**src/rtl/alarm_pkg.sv**
```systemverilog
// Shared types and default timing constants for the alarm ringing sequencer.
package alarm_pkg;

    typedef enum logic [1:0] {
        IDLE,
        RING,
        SNOOZE
    } ring_state_t;

    localparam int unsigned DEF_SNZ_TICKS  = 60000;
    localparam int unsigned DEF_STOP_TICKS = 1000;
    localparam int unsigned DEF_RING_TICKS = 120000;
    localparam int unsigned DEF_MAX_SNZ    = 3;

endpackage

```
**src/rtl/tick_timer.sv**
```systemverilog
// Loadable down-counter that holds at zero; expired is high while the count is zero.
module tick_timer #(
    parameter int unsigned WIDTH = 8
) (
    input  logic             Clk,
    input  logic             Rst,
    input  logic             load,
    input  logic [WIDTH-1:0] load_val,
    input  logic             en,
    output logic             expired
);

    logic [WIDTH-1:0] count_q, count_d;

    always_comb begin
        count_d = count_q;
        if (load) begin
            count_d = load_val;
        end else if (en && (count_q != '0)) begin
            count_d = count_q - 1'b1;
        end
    end

    always_ff @(posedge Clk or posedge Rst) begin
        if (Rst) begin
            count_q <= '0;
        end else begin
            count_q <= count_d;
        end
    end

    assign expired = (count_q == '0);

endmodule

```
**src/rtl/alarm_ring_ctrl.sv**
```systemverilog
// Alarm ringing sequencer: ring on match, snooze with limit, stop-hold, auto timeout.
module alarm_ring_ctrl
    import alarm_pkg::*;
#(
    parameter int unsigned SNZ_TICKS  = DEF_SNZ_TICKS,
    parameter int unsigned STOP_TICKS = DEF_STOP_TICKS,
    parameter int unsigned RING_TICKS = DEF_RING_TICKS,
    parameter int unsigned MAX_SNZ    = DEF_MAX_SNZ
) (
    input  logic                         Clk,
    input  logic                         Rst,
    input  logic                         AlarmArmed,
    input  logic                         SetMode,
    input  logic                         Match,
    input  logic                         SnoozeBtn,
    input  logic                         StopBtn,
    output logic                         Buzzer,
    output logic                         Snoozing,
    output logic [$clog2(MAX_SNZ+1)-1:0] SnzCount,
    output logic                         Missed,
    output logic                         Done
);

    localparam int unsigned RW = $clog2(RING_TICKS + 1);
    localparam int unsigned SW = $clog2(SNZ_TICKS + 1);
    localparam int unsigned HW = $clog2(STOP_TICKS + 1);
    localparam int unsigned CW = $clog2(MAX_SNZ + 1);

    localparam logic [HW-1:0] HOLD_LAST = HW'(STOP_TICKS - 1);
    localparam logic [CW-1:0] CNT_MAX   = CW'(MAX_SNZ);

    ring_state_t   state_q, state_d;
    logic [HW-1:0] hold_q, hold_d;
    logic [CW-1:0] snz_cnt_q, snz_cnt_d;
    logic          snz_btn_q;
    logic          missed_q, missed_d;
    logic          done_q, done_d;
    logic          buzzer_q, buzzer_d;
    logic          snoozing_q, snoozing_d;
    logic          ring_load, snz_load;
    logic          ring_exp, snz_exp;
    logic          snz_edge, stop_done;

    tick_timer #(.WIDTH(RW)) u_ring_timer (
        .Clk      (Clk),
        .Rst      (Rst),
        .load     (ring_load),
        .load_val (RW'(RING_TICKS)),
        .en       (state_q == RING),
        .expired  (ring_exp)
    );

    tick_timer #(.WIDTH(SW)) u_snz_timer (
        .Clk      (Clk),
        .Rst      (Rst),
        .load     (snz_load),
        .load_val (SW'(SNZ_TICKS)),
        .en       (state_q == SNOOZE),
        .expired  (snz_exp)
    );

    assign snz_edge  = SnoozeBtn & ~snz_btn_q;
    assign stop_done = StopBtn && (hold_q == HOLD_LAST);

    always_comb begin
        state_d   = state_q;
        hold_d    = '0;
        snz_cnt_d = snz_cnt_q;
        missed_d  = missed_q;
        done_d    = 1'b0;
        ring_load = 1'b0;
        snz_load  = 1'b0;
        case (state_q)
            IDLE: begin
                if (Match && AlarmArmed && !SetMode) begin
                    state_d   = RING;
                    snz_cnt_d = '0;
                    missed_d  = 1'b0;
                    ring_load = 1'b1;
                end
            end
            RING, SNOOZE: begin
                // Priority: disarm, stop-hold completion, timer expiry, snooze edge.
                if (!AlarmArmed) begin
                    state_d = IDLE;
                    done_d  = 1'b1;
                end else if (stop_done) begin
                    state_d  = IDLE;
                    done_d   = 1'b1;
                    missed_d = 1'b0;
                end else begin
                    hold_d = StopBtn ? hold_q + 1'b1 : '0;
                    if (state_q == RING) begin
                        if (ring_exp) begin
                            state_d  = IDLE;
                            done_d   = 1'b1;
                            missed_d = 1'b1;
                        end else if (snz_edge && (snz_cnt_q < CNT_MAX)) begin
                            state_d   = SNOOZE;
                            snz_cnt_d = snz_cnt_q + 1'b1;
                            snz_load  = 1'b1;
                        end
                    end else if (snz_exp) begin
                        state_d   = RING;
                        ring_load = 1'b1;
                    end
                end
            end
            default: state_d = IDLE;
        endcase
        buzzer_d   = (state_d == RING);
        snoozing_d = (state_d == SNOOZE);
    end

    always_ff @(posedge Clk or posedge Rst) begin
        if (Rst) begin
            state_q    <= IDLE;
            hold_q     <= '0;
            snz_cnt_q  <= '0;
            snz_btn_q  <= 1'b0;
            missed_q   <= 1'b0;
            done_q     <= 1'b0;
            buzzer_q   <= 1'b0;
            snoozing_q <= 1'b0;
        end else begin
            state_q    <= state_d;
            hold_q     <= hold_d;
            snz_cnt_q  <= snz_cnt_d;
            snz_btn_q  <= SnoozeBtn;
            missed_q   <= missed_d;
            done_q     <= done_d;
            buzzer_q   <= buzzer_d;
            snoozing_q <= snoozing_d;
        end
    end

    assign Buzzer   = buzzer_q;
    assign Snoozing = snoozing_q;
    assign SnzCount = snz_cnt_q;
    assign Missed   = missed_q;
    assign Done     = done_q;

endmodule

```
**config.mk**
```make
export PLATFORM = sky130hd
export DESIGN_NAME = alarm_ring_ctrl
export DESIGN_NICKNAME = d
export VERILOG_FILES = /design/src/rtl/alarm_pkg.sv /design/src/rtl/tick_timer.sv /design/src/rtl/alarm_ring_ctrl.sv
export SDC_FILE = /design/constraint.sdc
export NUM_CORES = 1
export LEC_CHECK = 0
export ABC_AREA = 1
export CAP_MARGIN = 25
export CORE_MARGIN = 5
export CORE_UTILIZATION = 45
export DETAILED_ROUTE_END_ITERATION = 10
export PLACE_DENSITY = 0.67
export SYNTH_ARGS = -nofsm -noshare
export SYNTH_HDL_FRONTEND = slang
export SYNTH_SLANG_ARGS = --single-unit
```
**constraint.sdc**
```tcl
create_clock -name Clk -period 4 [get_ports Clk]
set_input_delay 0.6 -clock Clk [delete_from_list [all_inputs] [get_ports Clk]]
set_output_delay 0.6 -clock Clk [all_outputs]
set_load 0.005 [all_outputs]
```
==> reports/results.tsv <==
stage	metric	value	unit
status	outcome	finished clean	
synth	Synth area leaders	dfrtp_1, nand2_1, nor2_1, inv_1, ha_1	
worst_setup_path	CP Data Required Time	4200	ps
global_route	GR Overflow Total	0	
floorplan	IO Count	13	
floorplan	Initial Utilization	45.9	%
timing	Finish-stage setup viols	0	
pwr	PwrDens	494	mW/mm^2
timing	Setup Skew	8.90	ps
pwr	Max rail drop VDD	325	uV
synth	leading area contributor after synthesis	dfrtp_1	
timing	Slew Viols, Final	0	
floorplan	die span in y	92.8	um
synth	syn_nets	409	
worst_setup_path	worst path arrival time	2260	ps
worst_setup_path	CP Capture Type	register	
clock_tree	Clock Tree Buf Depth	2	
synth	number of synthesized flops with an enable pin	0	
timing	RSZ-0062 raised after global routing	false	
worst_setup_path	Worst path slowest cell	clkdlybuf4s50_1	
synth	Gate Count Post-Synth	392	
cells_and_area	layout cells sized above 1	10.8	%
synth	Syn Std Cell Area	0.00308	sq mm
routing	WL per Instance	11.7	um
clock_tree	# hold bufs at CTS	0	
routing	Residual DRC	0	
routing	DRT antenna net count	0	
floorplan	Die Wd	92.8	um
routing	Pre-antenna DRT Iters	4	
global_route	largest net degree at the start of global routing	35	
cells_and_area	final core occ	50.6	%
synth	share of the yosys chip area belonging to registers	42.2	%
placement	Placer Congestion	0.847	
synth	Post-Syn Area per Cell	7.86	sq um
routing	first-iteration detailed-routing DRC count	93	
worst_setup_path	worst path bufs/invs	3	
synth	asr flop ratio synth	100	%
global_route	vias in the first global route	2338	
routing	vias post-DR	2380	
clock_tree	Clk Latency, worst-skew pair	300	ps
clock_tree	postcts setup bufs	0	
cells_and_area	Area Overhead vs Synth	10.3	%
global_route	initial antenna violation count	0	
synth	Synth Warn #	0	
cells_and_area	final net count	425	
worst_setup_path	crit-path leading delay family	simple AND/OR/NAND/NOR gates	
floorplan	row count	30	
worst_setup_path	CP max stage delay	470	ps
timing	worst rel slew slack	52.4	%
clock_tree	Root Driver	clkbuf_8	
clock_tree	clock-pin slew on the worst setup and hold paths	90	ps
routing	Vias/cell	4.88	
global_route	overall routing resource usage	14.1	%
timing	TNS Setup	0	ps
timing	minimum clock period	2060	ps
min_path	Worst Hold Class	register to register	
placement	dpl hpwl	4350	um
synth	Distinct cells, synth	35	
min_path	Cells on Worst Hold Path	1	
routing	Routed WL	5690	um
synth	Yosys top cell area share	42.2	%
worst_setup_path	reg2reg path depth	7	
timing	Tightest Pin Transition	713	ps
clock_tree	CTS buffer count	5	
cells_and_area	antenna cells	0	
floorplan	Die Area	0.00861	sq mm
worst_setup_path	crit-path cells	clkdlybuf4s50_1 > inv_1 > nor3_1 > nand3_4 > nor2_4 > inv_2 > nand3_1 > nand2_1	
timing	Max Fclk	485	MHz
timing	Fin. Hold Viols	0	
worst_setup_path	critical path type	input port to register	
synth	Synth Register Bits	52	
worst_setup_path	CP Launch Type	input port	
clock_tree	H-tree depth	2	
floorplan	CORE AREA	0.00672	sq mm
pwr	Pleak	1.61	nW
clock_tree	clk sink count	52	
placement	port bufs	12	
timing	Final Cycle Share	51.6	%
clock_tree	post-CTS sizing	0	
global_route	first-pass GRT wire length	9960	um
clock_tree	CTS tree	done	
worst_setup_path	CP Depth	8	
run	max-cap viol count	0	
synth	most used flip-flop cell after synthesis	dfrtp_1	
worst_setup_path	worst-path fanout max	11	
cells in the mapped netlist, types with 2 or more instances:
master / number
ha_1: 10
inv_2: 3
inv_1: 43
nor2_2: 6
nor3_1: 11
o21ai_0: 5
nor2_4: 5
a21oi_1: 10
nand2_1: 84
nor3b_1: 2
nor2_1: 81
o21ai_1: 2
buf_6: 3
nand4_1: 5
xnor2_1: 8
nand2_2: 5
nand3_2: 5
nand2_4: 3
xor2_1: 13
nand3_1: 21
nand3_4: 2
dfrtp_1: 52
worst paths after layout:
check | start | end | slack (ps)
min in group asynchronous | Rst | hold_q[8] | 730
max | SnoozeBtn | u_snz_timer.count_q[7] | 1940
min | hold_q[0] | hold_q[0] | 520
min reg2reg | hold_q[0] | hold_q[0] | 520
max reg2reg | SnzCount[0] | u_snz_timer.count_q[7] | 2080
max in group asynchronous | Rst | Snoozing | 2550
metrics by stage:
step                total power (W)  instance area [sq um]  worst slack, ps  std cells  hold WS (ps)
floorplan                   0.00115                   3080             2140        392           473
global placement            0.00127                   3270             1630        481           501
detailed placement          0.00128                   3270             1590        481           507
CTS                         0.00170                   3400             1930        488           526
global route                0.00181                   3400             1820        488           564
finish                      0.00168                   3400             1940        488           522
report_power, final:
group	switching, W	total [W]	leakage (nW)	internal, W
sequential	0.0000885	0.000713	0.642	0.000624
combinational	0.000341	0.000558	0.904	0.000217
clock	0.000164	0.000410	0.0642	0.000246
total	0.000594	0.00168	1.61	0.00109
registers in the layout, summed over array words and instances (netlist names):
signal and flops:
u_ring_timer.count_q 17, u_snz_timer.count_q 16, hold_q 10, SnzCount 2, state_q 2, Buzzer 1, Done 1, Missed 1
Snoozing 1, snz_btn_q 1
area by class of cell:
class | instances | area (sq um)
clock buffer | 5 | 68.8
clock inverter | 2 | 60.1
sequential | 52 | 1300
inverter | 47 | 179
fill | 646 | 3320
tap | 80 | 100
timing repair buffer | 13 | 128
multi-input combinational | 289 | 1560
per-layer routing:
layer  vias to the layer above  wire, um  GRT usage [%]
li1                       1252         -              -
met1                      1101      2760           18.2
met5                         -         0              0
met3                         7       123           2.76
met4                         0        66           4.03
met2                        20      2740           24.1
logic make-up after synthesis:
family          after synthesis  share of synthesized area (%)
simple gates                236                           36.7
flops                        52                           42.2
buf+inv                      51                           7.06
compound gates               22                           3.98
xor+xnor                     21                           5.97
fa+ha+maj                    10                           4.06
placed cells by master, fill, tap and decap left out, drive strengths merged, types with 3 or more instances in the layout:
master         instances
nor2                  93
inv                   47
ha                    10
nand2                 92
clkdlybuf4s50         12
nand4                  5
a21oi                 10
dfrtp                 52
o21ai                  8
nor3                  12
xnor2                  8
clkbuf                 5
nand3                 28
nor3b                  3
xor2                  13
(Power assumes the default switching activity.)
